File: src/rtl/watchdog_monitor_pkg.sv
// Shared definitions for the IAGC heartbeat watchdog: status encodings,
// default bus width and the FSM state type.
package watchdog_monitor_pkg;

    localparam int IAGC_STATUS_SIZE_DEFAULT = 4;

    // IAGC status codes; every other value is treated as operational
    localparam int unsigned STATUS_RESET = 0;
    localparam int unsigned STATUS_INIT  = 1;
    localparam int unsigned STATUS_IDLE  = 2;

    typedef enum logic [1:0] {
        ST_DISARMED = 2'd0,
        ST_RUNNING  = 2'd1,
        ST_EXPIRED  = 2'd2
    } wd_state_e;

endpackage

File: src/rtl/watchdog_monitor_rise_detect.sv
// Generic rising-edge detector: a one-cycle pulse when the input is high
// now and was low on the previous clock. A held-high level gives one pulse.
module rise_detect (
    input  logic i_clock,
    input  logic i_reset_n,
    input  logic i_din,
    output logic o_pulse
);

    logic prev_q;
    logic prev_d;

    // Next value of the history register is simply the current input
    always_comb begin
        prev_d = i_din;
    end

    // History register, cleared by synchronous active-low reset
    always_ff @(posedge i_clock) begin
        if (!i_reset_n) begin
            prev_q <= 1'b0;
        end else begin
            prev_q <= prev_d;
        end
    end

    assign o_pulse = i_din & ~prev_q;

endmodule

File: src/rtl/watchdog_monitor.sv
// Heartbeat watchdog for the IAGC system. While the system is armed (status
// neither RESET nor INIT) o_valid stays high for TICKS cycles after arming or
// after each rising edge of i_gate, and drops if no heartbeat arrives in time.
module watchdog_monitor
    import watchdog_monitor_pkg::*;
#(
    parameter int IAGC_STATUS_SIZE = IAGC_STATUS_SIZE_DEFAULT,
    parameter int TICKS            = 10
) (
    input  logic                        i_clock,
    input  logic                        i_reset_n,
    input  logic [IAGC_STATUS_SIZE-1:0] i_iagcStatus,
    input  logic                        i_gate,
    output logic                        o_valid
);

    localparam int CNT_W = $clog2(TICKS + 1);
    localparam logic [CNT_W-1:0] LAST_CNT = CNT_W'(TICKS - 1);

    wd_state_e        state_q;
    wd_state_e        state_d;
    logic [CNT_W-1:0] cnt_q;
    logic [CNT_W-1:0] cnt_d;
    logic             valid_q;
    logic             valid_d;
    logic             gate_edge;
    logic             armed;

    rise_detect u_rise_detect (
        .i_clock   (i_clock),
        .i_reset_n (i_reset_n),
        .i_din     (i_gate),
        .o_pulse   (gate_edge)
    );

    // Armed whenever the IAGC system is past its RESET/INIT phases
    always_comb begin
        armed = (i_iagcStatus != IAGC_STATUS_SIZE'(STATUS_RESET)) &&
                (i_iagcStatus != IAGC_STATUS_SIZE'(STATUS_INIT));
    end

    // Next-state and counter logic; disarming beats any simultaneous edge
    always_comb begin
        state_d = state_q;
        cnt_d   = cnt_q;
        if (!armed) begin
            state_d = ST_DISARMED;
            cnt_d   = '0;
        end else begin
            unique case (state_q)
                ST_DISARMED: begin
                    state_d = ST_RUNNING;
                    cnt_d   = '0;
                end
                ST_RUNNING: begin
                    if (gate_edge) begin
                        cnt_d = '0;
                    end else if (cnt_q < LAST_CNT) begin
                        cnt_d = cnt_q + 1'b1;
                    end else begin
                        state_d = ST_EXPIRED;
                    end
                end
                ST_EXPIRED: begin
                    if (gate_edge) begin
                        state_d = ST_RUNNING;
                        cnt_d   = '0;
                    end
                end
                default: begin
                    state_d = ST_DISARMED;
                    cnt_d   = '0;
                end
            endcase
        end
    end

    // Output register always tracks "state is RUNNING" in step with the FSM
    always_comb begin
        valid_d = (state_d == ST_RUNNING);
    end

    // State, counter and output registers with synchronous active-low reset
    always_ff @(posedge i_clock) begin
        if (!i_reset_n) begin
            state_q <= ST_DISARMED;
            cnt_q   <= '0;
            valid_q <= 1'b0;
        end else begin
            state_q <= state_d;
            cnt_q   <= cnt_d;
            valid_q <= valid_d;
        end
    end

    assign o_valid = valid_q;

endmodule

File: config.mk
export PLATFORM = sky130hd
export DESIGN_NAME = watchdog_monitor
export DESIGN_NICKNAME = d
export VERILOG_FILES = /design/src/rtl/watchdog_monitor_pkg.sv /design/src/rtl/watchdog_monitor_rise_detect.sv /design/src/rtl/watchdog_monitor.sv
export SDC_FILE = /design/constraint.sdc
export NUM_CORES = 1
export LEC_CHECK = 0
export ABC_AREA = 0
export CORE_AREA = 5 5 42 44
export DETAILED_ROUTE_END_ITERATION = 16
export DIE_AREA = 0 0 47 49
export GPL_TIMING_DRIVEN = 0
export MAX_ROUTING_LAYER = met4
export SYNTH_ARGS = -nofsm -noshare
export SYNTH_HDL_FRONTEND = slang
export SYNTH_SLANG_ARGS = --single-unit
File: constraint.sdc
create_clock -name i_clock -period 1.85 [get_ports i_clock]
set_clock_uncertainty 0.15 [all_clocks]
set_input_delay 0.4625 -clock i_clock [delete_from_list [all_inputs] [get_ports i_clock]]
set_output_delay 0.4625 -clock i_clock [all_outputs]
set_load 0.02 [all_outputs]
==> impl_metrics.toml, run 1 <==
[timing]
hold_viol = 0
rsz0062_at_grt = "no"
post-route-min-period_ps = 1770
fin_hold_ws_ps = 335
setup_viol = 0
max_freq_ghz = 0.566
final_max_slew_viol_count = 0
maxSlewHeadroom_pct = 70.7
worst_pin_slew_ps = 435
min_period_over_period_pct = 95.4

[layout]
diodes = 0
layout.cells.non_filler = 66
final_nets = 61
syn2layout_area_growth_pct = 26.9
regArea_sq_um = 160
drive_gt1_share_pct = 12.0
nFillCells = 149
multi_input_area_sq_um = 210

[power_and_ir_drop]
pwr-share-seq_pct = 51.1
p_int_mw = 0.273
switching_share_pct = 23.7
total_power_mw = 0.358
switchingPower_mw = 0.0848
power.share.clock_pct = 38.7
ir_drop_mv = 0.319
combPwrFrac_pct = 10.2
power.density_mw_per_mm2 = 739
leakage_nw = 0.185

[placed_design]
place_congestion = 0.714
dp_cells = 63
io_buffers = 6
hpwl_um = 527

[floorplanning]
initial_core_util_pct = 27.2
core-area_sq_mm = 0.00140
rows = 14
dieArea_sq_mm = 0.00230
fp.dieH_um = 49
ioPinCount = 8
fp.dieW_um = 47

[synthesis]
yosys-top-cells-count = "dfxtp_1 (8), a21oi_1 (4), inv_1 (3), nand2_1 (3), nand2b_1 (3)"
ys_seq_elements = 8
syn_area_sq_um = 382
yosysTopAreaCell = "dfxtp_1"
ys.flop_type = "dfxtp_1"
netlist_top_cells_area = "dfxtp_1 (42%), ha_1 (6.6%), a21oi_1 (5.2%)"
synth.most_common_cell = "dfxtp_1"
synth-edff-count = 0
yosysSeqAreaShare_pct = 42.0
synthCells = 41
ys_warn_count = 0
syn_area_per_cell_sq_um = 9.31
yosysUniqueCellTypes = 21
synthArstFlopShare_pct = 0
synth_top_area_share_pct = 42.0
synth_nets = 50

[critical_path]
worstPathBufferInverterCount = 1
path_max_fanout = 1
crit_path_top_delay_cell = "clkdlybuf4s50_1"
critical_path_arrival_ps = 1150
critical_path_class = "flop to output port"
end_kind = "output port"
cp_top_family = "buffers and inverters"
cp_slowest_stage_delay_ps = 600
critPathLaunchType = "flop"
cp_cell_sequence = "clkdlybuf4s50_1"
cp.required_ps = 1240

[worst_hold_path]
hold_class = "flop to flop"

[grt]
grt_first_pass_wirelength_um = 1160
grt_overflow = 0
antenna_found_initial = 0
grt_pass1_vias = 289
grt_max_degree = 7
track_usage_pct = 7.51

[outcome]
status = "completed"

[drt]
dr_total_vias = 337
routed_wl_um = 688
ant_nets = 0
vias_per_cell = 5.11
wire_per_inst_um = 10.4
drt-pass1-iter-count = 4
drc = 0
drt_iter0_drc = 5

[clock_tree]
insertion_delay_ps = 260
ctsHoldBuffers = 0
htreeDepth = 1
cts_buffers = 3
cts_setup_buffers = 0
tritoncts = "built"
cts.clk_slew.worst_paths_ps = 60
root_buffer = "clkbuf_4"
cts_resized = 0
cts_sinks = 8
cts_max_path_buffers = 2

[flow_run]
drv_cap = 0
power by group through the flow:
stage	logic, mW	clock network [mW]	registers, mW
6_report	0.0364	0.138	0.183
5_1_grt	0.0404	0.155	0.184
4_1_cts	0.0370	0.149	0.183
3_5_place_dp	0.0369	0	0.187
3_3_place_gp	0.0370	0	0.187
2_1_floorplan	0.0179	0	0.188
state kept, by name, summed over array words and instances, names as in the netlist:
name and cells:
o_valid 1, u_rise_detect.prev_q 1, state_q 2, cnt_q 4
cell usage in the layout (no fill, tap or decap), drive strengths merged:
cell type / instances
or2: 1
nand2b: 3
o2111ai: 1
a311oi: 1
clkbuf: 3
xor2: 1
and2: 1
inv: 3
nand4: 2
nand2: 3
a31oi: 1
a221oi: 2
and2b: 2
o21ai: 1
nand3: 2
a21o: 1
o21a: 1
a21oi: 4
dfxtp: 8
o31ai: 1
clkdlybuf4s50: 6
ha: 2
worst paths after layout:
check | start | to | slack [ps] | cells after the start
max | o_valid | o_valid | 80 | 1
min | cnt_q[3] | cnt_q[3] | 340 | 2
max reg2reg | cnt_q[0] | o_valid | 350 | 6
min reg2reg | cnt_q[3] | cnt_q[3] | 340 | 2
area by class of cell:
cell class,count,share of cell area [%]
clock buffer,3,4.65
inverter,3,2.33
sequential,8,33.1
tap,16,4.13
timing repair buffer,6,12.4
multi-input combinational,30,43.4
per-layer routing:
| metal | part of all wire [%] | GRT usage [%] | vias to the layer above |
|---|---|---|---|
| li1 | - | - | 170 |
| met1 | 48 | 9.45 | 152 |
| met2 | 42 | 8.37 | 11 |
| met3 | 5.8 | 3.32 | 4 |
| met4 | 3.9 | 6.91 | 0 |
| met5 | 0 | - | - |
through the flow:
step                util [%]  area (sq um)  setup TNS (ps)  worst slack, ps
finish                  34.6           484               0             84.5
floorplan                  -           382               0              467
CTS                     34.6           484               0             67.8
global route            34.6           484               0             27.2
global placement        32.9           462            -219            -60.8
detailed placement      32.9           462            -164            -46.0
cell families (layout without fill, tap and decap cells):
| family | Yosys count | in the layout | synth area share [%] |
|---|---|---|---|
| flops | 8 | 8 | 42.0 |
| fa+ha+maj | 2 | 2 | 6.56 |
| buf+inv | 3 | 12 | 2.95 |
| simple gates | 14 | 14 | 21.3 |
| compound gates | 13 | 13 | 24.9 |
| xor+xnor | 1 | 1 | 2.30 |
(Power assumes the default switching activity.)
==> run 2, diff against run 1 <==
Settings changed: MAX_ROUTING_LAYER met4 to not set.
==> impl_metrics.toml, run 2 (same netlist as run 1, synthesis figures left out) <==
[grt]
antenna_found_initial = 0
grt_overflow = 0
grt_max_degree = 7
grt_first_pass_wirelength_um = 1160
track_usage_pct = 7.32
grt_pass1_vias = 287

[drt]
ant_nets = 0
vias_per_cell = 5.11
drt-pass1-iter-count = 4
dr_total_vias = 337
wire_per_inst_um = 10.4
drt_iter0_drc = 7
routed_wl_um = 688
drc = 0

[layout]
layout_commonest_cell = "dfxtp_1"
regMostFlops = "cnt_q"
drive_gt1_share_pct = 12.0
mostFrequentLayoutCells = "dfxtp_1 (8), clkdlybuf4s50_1 (6), a21oi_1 (4)"
largest_reg_flops = 4
syn2layout_area_growth_pct = 26.9
final_nets = 61
largestRegisters = "cnt_q: 4 flops, state_q: 2 flops"
layout.cells.non_filler = 66
diodes = 0

[placed_design]
hpwl_um = 527
io_buffers = 6
place_congestion = 0.706
dp_cells = 63

[timing]
post-route-min-period_ps = 1770
fin_hold_ws_ps = 335
setup_viol = 0
hold_viol = 0
max_freq_ghz = 0.566
rsz0062_at_grt = "no"
maxSlewHeadroom_pct = 70.8
final_max_slew_viol_count = 0
min_period_over_period_pct = 95.5
worst_pin_slew_ps = 434

[floorplanning]
ioPinCount = 8
initial_core_util_pct = 27.2
fp.dieH_um = 49
core-area_sq_mm = 0.00140
dieArea_sq_mm = 0.00230
rows = 14
fp.dieW_um = 47

[clock_tree]
cts_buffers = 3
cts_sinks = 8
insertion_delay_ps = 260
tritoncts = "built"
cts_setup_buffers = 0
ctsHoldBuffers = 0
cts_resized = 0
cts_max_path_buffers = 2
cts.clk_slew.worst_paths_ps = 60
root_buffer = "clkbuf_4"
htreeDepth = 1

[power_and_ir_drop]
leakage_nw = 0.185
ir_drop_mv = 0.318
total_power_mw = 0.358
power.density_mw_per_mm2 = 739

[critical_path]
critical_path_arrival_ps = 1150
critPathLaunchType = "flop"
cp_top_family = "buffers and inverters"
crit_path_top_delay_cell = "clkdlybuf4s50_1"
cp_cell_sequence = "clkdlybuf4s50_1"
end_kind = "output port"
critical_path_class = "flop to output port"
worstPathBufferInverterCount = 1
path_max_fanout = 1
cp_slowest_stage_delay_ps = 600
cp.required_ps = 1240

[flow_run]
drv_cap = 0

[worst_hold_path]
hold_class = "flop to flop"

[outcome]
status = "completed"
-- run 2: through the flow --
step / setup TNS [ps] / cell area (sq um) / util [%] / setup WS, ps
finish: 0 / 484 / 34.6 / 83.5
global route: 0 / 484 / 34.6 / 23.4
CTS: 0 / 484 / 34.6 / 67.8
detailed placement: -164 / 462 / 32.9 / -46.0
global placement: -219 / 462 / 32.9 / -60.8
floorplan: 0 / 382 / - / 467
-- run 2: routing by layer --
metal / global-route usage, % / up-vias / part of all wire, %
li1: - / 170 / -
met1: 9.01 / 152 / 46
met2: 8.37 / 11 / 42
met3: 4.06 / 4 / 7.8
met4: 6.91 / 0 / 4.1
met5: 0 / - / 0
-- run 2: final cells by class --
class / count / area (sq um)
Fill cell: 149 / 917
Clock buffer: 3 / 22.5
Timing Repair Buffer: 6 / 60.1
Sequential cell: 8 / 160
Inverter: 3 / 11.3
Multi-Input combinational cell: 30 / 210
Tap cell: 16 / 20.0
-- run 2: power breakdown --
| part | switching [mW] | internal (mW) |
|---|---|---|
| clock | 0.0639 | 0.0746 |
| sequential | 0.00485 | 0.178 |
| combinational | 0.0161 | 0.0203 |
| total | 0.0848 | 0.273 |
-- run 2: tightest hold or removal path, stage by stage, from the launching register on --
cell and delay, ps:
dfxtp_1 330, nand2_1 60, a21oi_1 50
-- run 2: final timing paths --
path / startpoint / to / slack [ps] / cells past startpoint
setup / recovery: o_valid / o_valid / 80 / 1
hold / removal: cnt_q[3] / cnt_q[3] / 340 / 2
setup reg to reg: cnt_q[0] / o_valid / 350 / 6
hold reg to reg: cnt_q[3] / cnt_q[3] / 340 / 2
